==> src/rtl/output_tile_sequencer_if.sv <==
// Handshake bundle for output_tile_sequencer: tile command, accumulator control,
// accumulator read port and the 64-bit output stream towards the DMA.
interface output_tile_sequencer_if #(
  parameter int ADDR_W = 10,
  parameter int K_W    = 16
);
  logic              cmd_valid;
  logic              cmd_ready;
  logic [K_W-1:0]    cmd_k_tiles;
  logic              sys_valid;
  logic              acc_valid;
  logic              acc_clear;
  logic              tile_done;
  logic              dma_rd_en;
  logic [ADDR_W-1:0] dma_rd_addr;
  logic [63:0]       dma_rd_data;
  logic              out_valid;
  logic              out_ready;
  logic [63:0]       out_data;
  logic              out_last;
  logic              busy;
  logic [15:0]       tiles_done;

  modport master (
    input  cmd_valid, cmd_k_tiles, sys_valid, dma_rd_data, out_ready,
    output cmd_ready, acc_valid, acc_clear, tile_done, dma_rd_en, dma_rd_addr,
           out_valid, out_data, out_last, busy, tiles_done
  );

  modport slave (
    output cmd_valid, cmd_k_tiles, sys_valid, dma_rd_data, out_ready,
    input  cmd_ready, acc_valid, acc_clear, tile_done, dma_rd_en, dma_rd_addr,
           out_valid, out_data, out_last, busy, tiles_done
  );
endinterface

==> src/rtl/output_tile_sequencer.sv <==
// Double-buffered accumulator sequencer: clear/accumulate/swap one tile while draining the previous
// bank; reads land RD_LAT later in a fall-through skid FIFO, issue is credit-gated so out_ready stalls never overflow it.
module output_tile_sequencer #(
  parameter int ADDR_W = 10,
  parameter int K_W    = 16,
  parameter int WORDS  = 32,
  parameter int RD_LAT = 2,
  parameter int FIFO_D = 4
) (
  input  logic clk,
  input  logic rst_n,
  output_tile_sequencer_if.master bus
);
  localparam int PTR_W = (FIFO_D > 1) ? $clog2(FIFO_D) : 1;
  localparam int CNT_W = $clog2(FIFO_D + RD_LAT + 1);

  typedef enum logic [1:0] {A_IDLE, A_CLEAR, A_ACCUM, A_SWAP} a_state_t;
  typedef enum logic [1:0] {D_IDLE, D_RUN, D_FLUSH} d_state_t;

  typedef struct packed {
    logic        last;
    logic [63:0] data;
  } fifo_ent_t;

  a_state_t          a_state;
  d_state_t          d_state;
  logic [K_W-1:0]    k_tiles;
  logic [K_W-1:0]    k_cnt;
  logic [ADDR_W-1:0] rd_addr;
  logic [RD_LAT-1:0] pipe_vld;
  logic [RD_LAT-1:0] pipe_last;
  fifo_ent_t         fifo_mem [FIFO_D];
  logic [PTR_W-1:0]  wr_ptr;
  logic [PTR_W-1:0]  rd_ptr;
  logic [CNT_W-1:0]  fifo_count;
  logic [CNT_W-1:0]  inflight_cnt;
  logic [15:0]       tiles_done_q;

  logic      acc_pulse;
  logic      swap_go;
  logic      credit_ok;
  logic      rd_en;
  logic      rd_is_last;
  logic      push;
  logic      pop;
  logic      fifo_nonempty;
  logic      last_hs;
  fifo_ent_t head;

  always_comb begin
    inflight_cnt = '0;
    for (int i = 0; i < RD_LAT; i++) begin
      inflight_cnt = inflight_cnt + CNT_W'(pipe_vld[i]);
    end
  end

  // Pops in the same cycle are not credited back, keeping the check purely registered.
  assign credit_ok     = (fifo_count + inflight_cnt) < CNT_W'(FIFO_D);
  assign acc_pulse     = (a_state == A_ACCUM) && bus.sys_valid;
  assign swap_go       = (a_state == A_SWAP) && (d_state == D_IDLE);
  assign rd_en         = (d_state == D_RUN) && credit_ok;
  assign rd_is_last    = (rd_addr == ADDR_W'(WORDS - 1));
  assign fifo_nonempty = (fifo_count != '0);
  assign head          = fifo_mem[rd_ptr];
  assign push          = pipe_vld[RD_LAT-1];
  assign pop           = fifo_nonempty && bus.out_ready;
  assign last_hs       = pop && head.last;

  // Accumulate side
  always_ff @(posedge clk or negedge rst_n) begin
    if (!rst_n) begin
      a_state <= A_IDLE;
      k_tiles <= '0;
      k_cnt   <= '0;
    end else begin
      case (a_state)
        A_IDLE: begin
          if (bus.cmd_valid) begin
            k_tiles <= bus.cmd_k_tiles;
            k_cnt   <= '0;
            a_state <= A_CLEAR;
          end
        end
        A_CLEAR: a_state <= (k_tiles == '0) ? A_SWAP : A_ACCUM;
        A_ACCUM: begin
          if (bus.sys_valid) begin
            k_cnt <= k_cnt + K_W'(1);
            if (k_cnt + K_W'(1) == k_tiles) a_state <= A_SWAP;
          end
        end
        A_SWAP: begin
          if (d_state == D_IDLE) a_state <= A_IDLE;
        end
        default: a_state <= A_IDLE;
      endcase
    end
  end

  // Drain side: issue reads, then wait for the tagged last word to leave.
  always_ff @(posedge clk or negedge rst_n) begin
    if (!rst_n) begin
      d_state      <= D_IDLE;
      rd_addr      <= '0;
      tiles_done_q <= '0;
    end else begin
      case (d_state)
        D_IDLE: begin
          if (swap_go) begin
            d_state <= D_RUN;
            rd_addr <= '0;
          end
        end
        D_RUN: begin
          if (rd_en) begin
            if (rd_is_last) begin
              rd_addr <= '0;
              d_state <= D_FLUSH;
            end else begin
              rd_addr <= rd_addr + ADDR_W'(1);
            end
          end
        end
        D_FLUSH: begin
          if (last_hs) begin
            d_state      <= D_IDLE;
            tiles_done_q <= tiles_done_q + 16'd1;
          end
        end
        default: d_state <= D_IDLE;
      endcase
    end
  end

  always_ff @(posedge clk or negedge rst_n) begin
    if (!rst_n) begin
      pipe_vld  <= '0;
      pipe_last <= '0;
    end else begin
      pipe_vld[0]  <= rd_en;
      pipe_last[0] <= rd_en && rd_is_last;
      for (int i = 1; i < RD_LAT; i++) begin
        pipe_vld[i]  <= pipe_vld[i-1];
        pipe_last[i] <= pipe_last[i-1];
      end
    end
  end

  always_ff @(posedge clk or negedge rst_n) begin
    if (!rst_n) begin
      wr_ptr     <= '0;
      rd_ptr     <= '0;
      fifo_count <= '0;
    end else begin
      if (push) wr_ptr <= (wr_ptr == PTR_W'(FIFO_D - 1)) ? '0 : wr_ptr + PTR_W'(1);
      if (pop)  rd_ptr <= (rd_ptr == PTR_W'(FIFO_D - 1)) ? '0 : rd_ptr + PTR_W'(1);
      case ({push, pop})
        2'b10:   fifo_count <= fifo_count + CNT_W'(1);
        2'b01:   fifo_count <= fifo_count - CNT_W'(1);
        default: fifo_count <= fifo_count;
      endcase
    end
  end

  // Storage needs no reset: the head is masked whenever the FIFO is empty.
  always_ff @(posedge clk) begin
    if (push) fifo_mem[wr_ptr] <= '{last: pipe_last[RD_LAT-1], data: bus.dma_rd_data};
  end

  a_no_overflow: assert property (@(posedge clk) disable iff (!rst_n)
    !(push && (fifo_count == CNT_W'(FIFO_D))));

  assign bus.cmd_ready   = (a_state == A_IDLE);
  assign bus.acc_clear   = (a_state == A_CLEAR);
  assign bus.acc_valid   = acc_pulse;
  assign bus.tile_done   = swap_go;
  assign bus.dma_rd_en   = rd_en;
  assign bus.dma_rd_addr = rd_addr;
  assign bus.out_valid   = fifo_nonempty;
  assign bus.out_data    = fifo_nonempty ? head.data : 64'd0;
  assign bus.out_last    = fifo_nonempty && head.last;
  assign bus.busy        = (a_state != A_IDLE) || (d_state != D_IDLE) || fifo_nonempty;
  assign bus.tiles_done  = tiles_done_q;
endmodule

==> src/flat_wrapper.sv <==
// flat-port wrapper written by rule: the top's interface ports become plain ports
module output_tile_sequencer_flat 
#(
  parameter int ADDR_W = 10,
  parameter int K_W    = 16,
  parameter int WORDS  = 32,
  parameter int RD_LAT = 2,
  parameter int FIFO_D = 4
)
  (clk, rst_n, bus_cmd_valid, bus_cmd_k_tiles, bus_sys_valid, bus_dma_rd_data, bus_out_ready, bus_cmd_ready, bus_acc_valid, bus_acc_clear, bus_tile_done, bus_dma_rd_en, bus_dma_rd_addr, bus_out_valid, bus_out_data, bus_out_last, bus_busy, bus_tiles_done);
  output_tile_sequencer_if #(.ADDR_W(ADDR_W), .K_W(K_W)) bus_i ();
  input  logic clk;
  input  logic rst_n;
  input wire logic [$bits(bus_i.cmd_valid)-1:0] bus_cmd_valid;
  input wire logic [$bits(bus_i.cmd_k_tiles)-1:0] bus_cmd_k_tiles;
  input wire logic [$bits(bus_i.sys_valid)-1:0] bus_sys_valid;
  input wire logic [$bits(bus_i.dma_rd_data)-1:0] bus_dma_rd_data;
  input wire logic [$bits(bus_i.out_ready)-1:0] bus_out_ready;
  output wire logic [$bits(bus_i.cmd_ready)-1:0] bus_cmd_ready;
  output wire logic [$bits(bus_i.acc_valid)-1:0] bus_acc_valid;
  output wire logic [$bits(bus_i.acc_clear)-1:0] bus_acc_clear;
  output wire logic [$bits(bus_i.tile_done)-1:0] bus_tile_done;
  output wire logic [$bits(bus_i.dma_rd_en)-1:0] bus_dma_rd_en;
  output wire logic [$bits(bus_i.dma_rd_addr)-1:0] bus_dma_rd_addr;
  output wire logic [$bits(bus_i.out_valid)-1:0] bus_out_valid;
  output wire logic [$bits(bus_i.out_data)-1:0] bus_out_data;
  output wire logic [$bits(bus_i.out_last)-1:0] bus_out_last;
  output wire logic [$bits(bus_i.busy)-1:0] bus_busy;
  output wire logic [$bits(bus_i.tiles_done)-1:0] bus_tiles_done;
  assign bus_i.cmd_valid = bus_cmd_valid;
  assign bus_i.cmd_k_tiles = bus_cmd_k_tiles;
  assign bus_i.sys_valid = bus_sys_valid;
  assign bus_i.dma_rd_data = bus_dma_rd_data;
  assign bus_i.out_ready = bus_out_ready;
  assign bus_cmd_ready = bus_i.cmd_ready;
  assign bus_acc_valid = bus_i.acc_valid;
  assign bus_acc_clear = bus_i.acc_clear;
  assign bus_tile_done = bus_i.tile_done;
  assign bus_dma_rd_en = bus_i.dma_rd_en;
  assign bus_dma_rd_addr = bus_i.dma_rd_addr;
  assign bus_out_valid = bus_i.out_valid;
  assign bus_out_data = bus_i.out_data;
  assign bus_out_last = bus_i.out_last;
  assign bus_busy = bus_i.busy;
  assign bus_tiles_done = bus_i.tiles_done;
  output_tile_sequencer #(.ADDR_W(ADDR_W), .K_W(K_W), .WORDS(WORDS), .RD_LAT(RD_LAT), .FIFO_D(FIFO_D)) u_core (.clk(clk), .rst_n(rst_n), .bus(bus_i));
endmodule
==> config.mk <==
export PLATFORM = sky130hd
export DESIGN_NAME = output_tile_sequencer_flat
export DESIGN_NICKNAME = d
export VERILOG_FILES = /design/src/rtl/output_tile_sequencer_if.sv /design/src/rtl/output_tile_sequencer.sv /design/src/flat_wrapper.sv
export SDC_FILE = /design/constraint.sdc
export NUM_CORES = 1
export LEC_CHECK = 0
export BUFFER_PORTS_ARGS = -buffer_cell sky130_fd_sc_hd__buf_2
export CORE_MARGIN = 2
export CORE_UTILIZATION = 34
export CTS_CLUSTER_SIZE = 16
export DETAILED_ROUTE_END_ITERATION = 6
export MAX_ROUTING_LAYER = met4
export SYNTH_ARGS = -nofsm -noshare
export SYNTH_HDL_FRONTEND = slang
export SYNTH_SLANG_ARGS = --single-unit
==> constraint.sdc <==
create_clock -name clk -period 2.8 [get_ports clk]
set_input_delay 0.14 -clock clk [delete_from_list [all_inputs] [get_ports clk]]
set_output_delay 0.14 -clock clk [all_outputs]
set_load 0.05 [all_outputs]
* Yosys cells after proc, flatten, opt, wreduce, memory -nomap -nowiden *
Memories as Yosys holds them, arrays and structs flattened.
Index checks and enable logic that the tools add are counted.

cells by class
  add/subtract/negate cells = 9
  order comparisons = 1
  equal/unequal tests = 19
  muxes and demuxes = 24
  reductions and logical operators = 24

operator list
  operator               count
  $mux 64                1
  $add 16x1->16 const B  2
  $mux 16                2
  $pmux 16 s2            1
  $mux 10                3
  $mux 2                 10
  $pmux 10 s2            1
  $eq 16x16->1           1
  $logic_not 16->1       1
  $eq 2x2->1 const B     6
  $add 10x1->10 const B  1
  $eq 10x5->1 const B    1
  $ne 2x2->1 const B     5
  $reduce_bool 2->1      5
  $pmux 2 s4             1
  $reduce_and 4->1       2
  $logic_and 1x1->1      7
  $eq 2x1->1 const B     3
  $ne 2x1->1 const B     3
  $pmux 2 s3             1
  $pmux 3 s2             1
  $reduce_and 3->1       2
  $add 2x1->2 const B    2
  $logic_not 2->1        2
  other kinds (9)        13

storage, ports and cells
  register bits after elaboration = 73
  RAM bits = 260
  input bits = 85
  output and inout bits = 98
  logic and storage cells = 89
  memories kept = 1

memory list
  memory           depth  bits a word  rd ports  clocked after Yosys merged registers in  write ports  RTL line                     text
  u_core.fifo_mem  4      65           1         0                                        1            output_tile_sequencer.sv:32  fifo_ent_t fifo_mem [FIFO_D];

* Longest topological paths before layout *
  depth in word-level cells = 6
  mapped depth = 10

* Worst setup path before layout *
No wires, ideal clock.

  path type = register to register
  start = register u_core.k_cnt[0]
  end = register u_core.a_state[0]
  data arrival time = 2.554 ns
  required time = 2.667 ns
  path slack = 0.113 ns
  stages on the path, launching flop included = 11
  path buffers = 1
  clock period less this slack = 2.687 ns
  cells stage by stage = dfrtp_1 > ha_1 > buf_2 > nand3_1 > or4_1 > a2111oi_2 > o2111ai_1 > nor4b_2 > a2bb2oi_1 > o31ai_1 > o31ai_1

on the way
  longest elaborated chain between the ends = 4

ends and longest elaborated chain
  item                        RTL line                     text
  start, declared             output_tile_sequencer.sv:28  logic [K_W-1:0] k_cnt;
  start signal, assigned      output_tile_sequencer.sv:87  k_cnt <= k_cnt + K_W'(1);
  $add 16x1->16               output_tile_sequencer.sv:88  if (k_cnt + K_W'(1) == k_tiles) a_state <= A_SWAP;
  $eq 16x16->1                output_tile_sequencer.sv:88
  $ne 2x2->1 (no line)        n/a
  $reduce_and 4->1 (no line)  n/a
  end signal, assigned        output_tile_sequencer.sv:84  A_CLEAR: a_state <= (k_tiles == '0) ? A_SWAP : A_ACCUM;
  end, declared               output_tile_sequencer.sv:25  a_state_t a_state;

No other way between the ends.
A chain may end at the register's enable or synchronous reset.

* Worst setup path in the final report *
  start = register u_core.rd_ptr[0]
  end = output port bus_out_data[16]

on the way
  longest elaborated chain between the ends = 2

ends and longest elaborated chain
  item                    RTL line                      text
  start, declared         output_tile_sequencer.sv:34   logic [PTR_W-1:0] rd_ptr;
  start signal, assigned  output_tile_sequencer.sv:155  if (pop) rd_ptr <= (rd_ptr == PTR_W'(FIFO_D - 1)) ? '0 : rd_ptr + PTR_W'(1);
  $mem_v2 4x65            n/a
  $mux 64                 output_tile_sequencer.sv:179  assign bus.out_data = fifo_nonempty ? head.data : 64'd0;
  end, declared           flat_wrapper.sv:26            output wire logic [$bits(bus_i.out_data)-1:0] bus_out_data;

No other way between the ends.

==> impl_metrics.json <==
{
  "status": "finished clean",
  "finalCritPeriodShare_pct": 93.06,
  "final_cell_mix": "edfxtp_1, buf_2, dlygate4sd3_1",
  "area_delta_synth_final_pct": 27.10,
  "arrival_ns": 2.47,
  "final_common_cell": "edfxtp_1",
  "drt_iter0_markers": 483,
  "drc": 0,
  "die_h_um": 205.3,
  "wl_um": 29900,
  "slowest_delay_ns": 0.58,
  "synthCells": 814,
  "grt_pass1_wl_um": 46350,
  "cp_num_buf_inv": 2,
  "total_power_mw": 20.55,
  "ys_types": 54,
  "gr-total-overflow": 0,
  "start_util_pct": 34.60,
  "design.core.area_mm2": 0.03982,
  "cts_tree": "built",
  "leakage_nw": 6.562,
  "yosysWarnings": 0,
  "final-setup-viol-count": 0,
  "pin_count": 183,
  "die-area_mm2": 0.04215,
  "syn_nets": 915,
  "cts_buffers": 37,
  "syn_avg_cell_area_um2": 16.93,
  "yosysSeqAreaShare_pct": 69.93,
  "postLayoutSetupSlackWorst_ns": 0.1944,
  "path_cells": "buf_12 > mux4_2 > and2_1 > buf_2",
  "io_buffers": 182,
  "min_period_ns": 2.606,
  "cpLargestDelayFamily": "buffers and inverters",
  "first_global_vias": 8342,
  "vias": 8099,
  "nNetsFinal": 1206,
  "clk_latency_ns": 0.54,
  "syn-cell-area_mm2": 0.01378,
  "critical_path_class": "flip-flop to output port",
  "post_drt_via_cell_ratio": 4.879,
  "grt_usage_pct": 14.77,
  "ys_seq_elements": 333,
  "synth-main-ff-cell": "edfxtp_1",
  "final_max_slew_viol_count": 0,
  "holdWs_ns": 0.1857,
  "cp-start-kind": "flip-flop",
  "synth-edff-count": 260,
  "async_reset_ff_share_pct": 21.92,
  "grt_max_degree": 68,
  "post_cts_resized": 0,
  "clockRootBuffer": "clkbuf_16",
  "hold_viol_final": 0,
  "slew_headroom_pct": 33.21,
  "dp_hpwl_um": 17970,
  "drv_cap": 0,
  "ant_nets": 0,
  "cts.reportedPaths.clkPinSlew_ns": 0.06,
  "pre_cts_slack_ns": 0.2078,
  "clock-sinks": 333,
  "fin_skew_ns": 0.01015,
  "gp_congestion": 0.7975,
  "pwr_density_cell_mw_per_mm2": 1174,
  "ctsLongestPathBuffers": 3,
  "rsz0062_at_grt": "no",
  "crit_path_end_kind": "output port",
  "drive_gt1_share_pct": 30.36,
  "crit_slowest_cell": "mux4_2",
  "critPathMaxFanout": 67,
  "htree_levels": 2,
  "tns_ns": 0,
  "std_cell_rows": 73,
  "antenna_found_initial": 2,
  "fmax_mhz": 383.8,
  "die_x_um": 205.3,
  "vdd_drop_max_v": 0.0008290,
  "required_ns": 2.66,
  "hp-class": "primary input to flip-flop",
  "drt-wirelength-per-cell_um": 18.01,
  "drt_pass1_iterations": 5,
  "worst_pin_slew_ns": 1.002
}
==> worst paths after layout <==
path | start | endpoint | slack, ns | cells after the start
worst max register to register | u_core.k_cnt[1] | u_core.a_state[0] | 0.22 | 9
worst min-delay path | bus_sys_valid | u_core.k_cnt[3] | 0.19 | 5
min in group asynchronous | rst_n | u_core.k_tiles[5] | 0.32 | 2
max in group asynchronous | rst_n | u_core.bus.tiles_done[0] | 1.68 | 3
worst max-delay path | u_core.rd_ptr[0] | bus_out_data[16] | 0.19 | 4
worst min register to register | u_core.pipe_last[0] | u_core.pipe_last[1] | 0.35 | 0
==> cell usage after synthesis (3+ instances only) <==
library cell / n / area share [%]
edfxtp_1: 260 / 57
and2_1: 73 / 3.3
dfrtp_1: 73 / 13
mux4_2: 65 / 11
nand2_1: 34 / 0.93
nor2_1: 27 / 0.74
xnor2_1: 25 / 1.6
clkbuf_1: 22 / 0.60
o21ai_0: 19 / 0.69
inv_1: 17 / 0.46
nand3_1: 17 / 0.62
ha_1: 15 / 1.4
nand4_1: 14 / 0.64
xor2_1: 14 / 0.89
mux2_1: 12 / 0.98
o21ai_1: 11 / 0.40
o31ai_1: 11 / 0.60
buf_2: 10 / 0.36
mux2_2: 8 / 0.65
a21oi_1: 7 / 0.25
a31oi_1: 7 / 0.32
and3_1: 6 / 0.27
and4_1: 5 / 0.32
nand2b_1: 5 / 0.23
buf_1: 4 / 0.11
nor2b_1: 4 / 0.18
nor3_1: 4 / 0.15
nor4_1: 4 / 0.18
a211oi_1: 3 / 0.16
nor3b_1: 3 / 0.16
o22ai_1: 3 / 0.14
o41ai_1: 3 / 0.19
or3_1: 3 / 0.14
==> power breakdown <==
group	switching (mW)	internal, mW
logic	5.86	2.83
clock network	1.95	2.86
registers	0.448	6.61
total	8.26	12.3
==> cell families after synthesis <==
logic type      synth area share (%)
mux                            12.41
xor+xnor                       2.479
flops                          69.93
compound gates                 3.733
simple gates                   8.382
fa+ha+maj                      1.508
buf+inv                        1.562
==> metal layers <==
layer	global-route usage (%)	vias up	wire (um)
met4	4.805	0	533
met2	23.56	223	14430
met3	3.041	43	1630
met5	-	-	0
li1	-	3746	-
met1	18.96	4087	13310
==> final cells by class <==
type / instances / area, um^2
repair buffers: 288 / 1999
well taps: 525 / 656.9
clock inverters: 21 / 232.7
flip-flops and latches: 333 / 9642
inverters: 18 / 67.56
diodes: 2 / 5.005
multi-input cells: 427 / 3938
clock buffers: 46 / 969.7
fillers: 3601 / 22310
==> per-stage QoR <==
| step | utilization, % | cell area (um^2) | std cells |
|---|---|---|---|
| final | 43.97 | 17510 | 1660 |
| after global routing | 43.97 | 17510 | 1660 |
| after CTS | 43.96 | 17510 | 1658 |
| after floorplan | - | 13780 | 814 |
| after detailed placement | 38.88 | 15480 | 1509 |
| after global placement | 38.88 | 15480 | 1509 |
==> worst reg2reg max path, delay by kind of cell, from the launching register on <==
kind | cells | cell delay, ns
adders and majority gates | 1 | 0.20
and+or+nand+nor | 3 | 0.84
DFF | 1 | 0.41
AOI/OAI and AO/OA | 5 | 1.00
==> registers in the layout (all words and copies together) (netlist names) <==
signal	cells
u_core.k_cnt	16
u_core.pipe_vld	2
u_core.pipe_last	2
u_core.rd_ptr	2
u_core.bus.tiles_done	16
u_core.fifo_count	3
u_core.fifo_mem	260
u_core.d_state	2
u_core.wr_ptr	2
u_core.k_tiles	16
u_core.bus.dma_rd_addr	10
u_core.a_state	2
==> repair_timing <==
action                                  in CTS  in global routing
setup buffers                                0                  0
endpoints found under the setup margin       0                  0
endpoints found under the hold margin      316                  0
hold buffers                                82                  0
No activity file was read; power rests on OpenSTA's default activity.
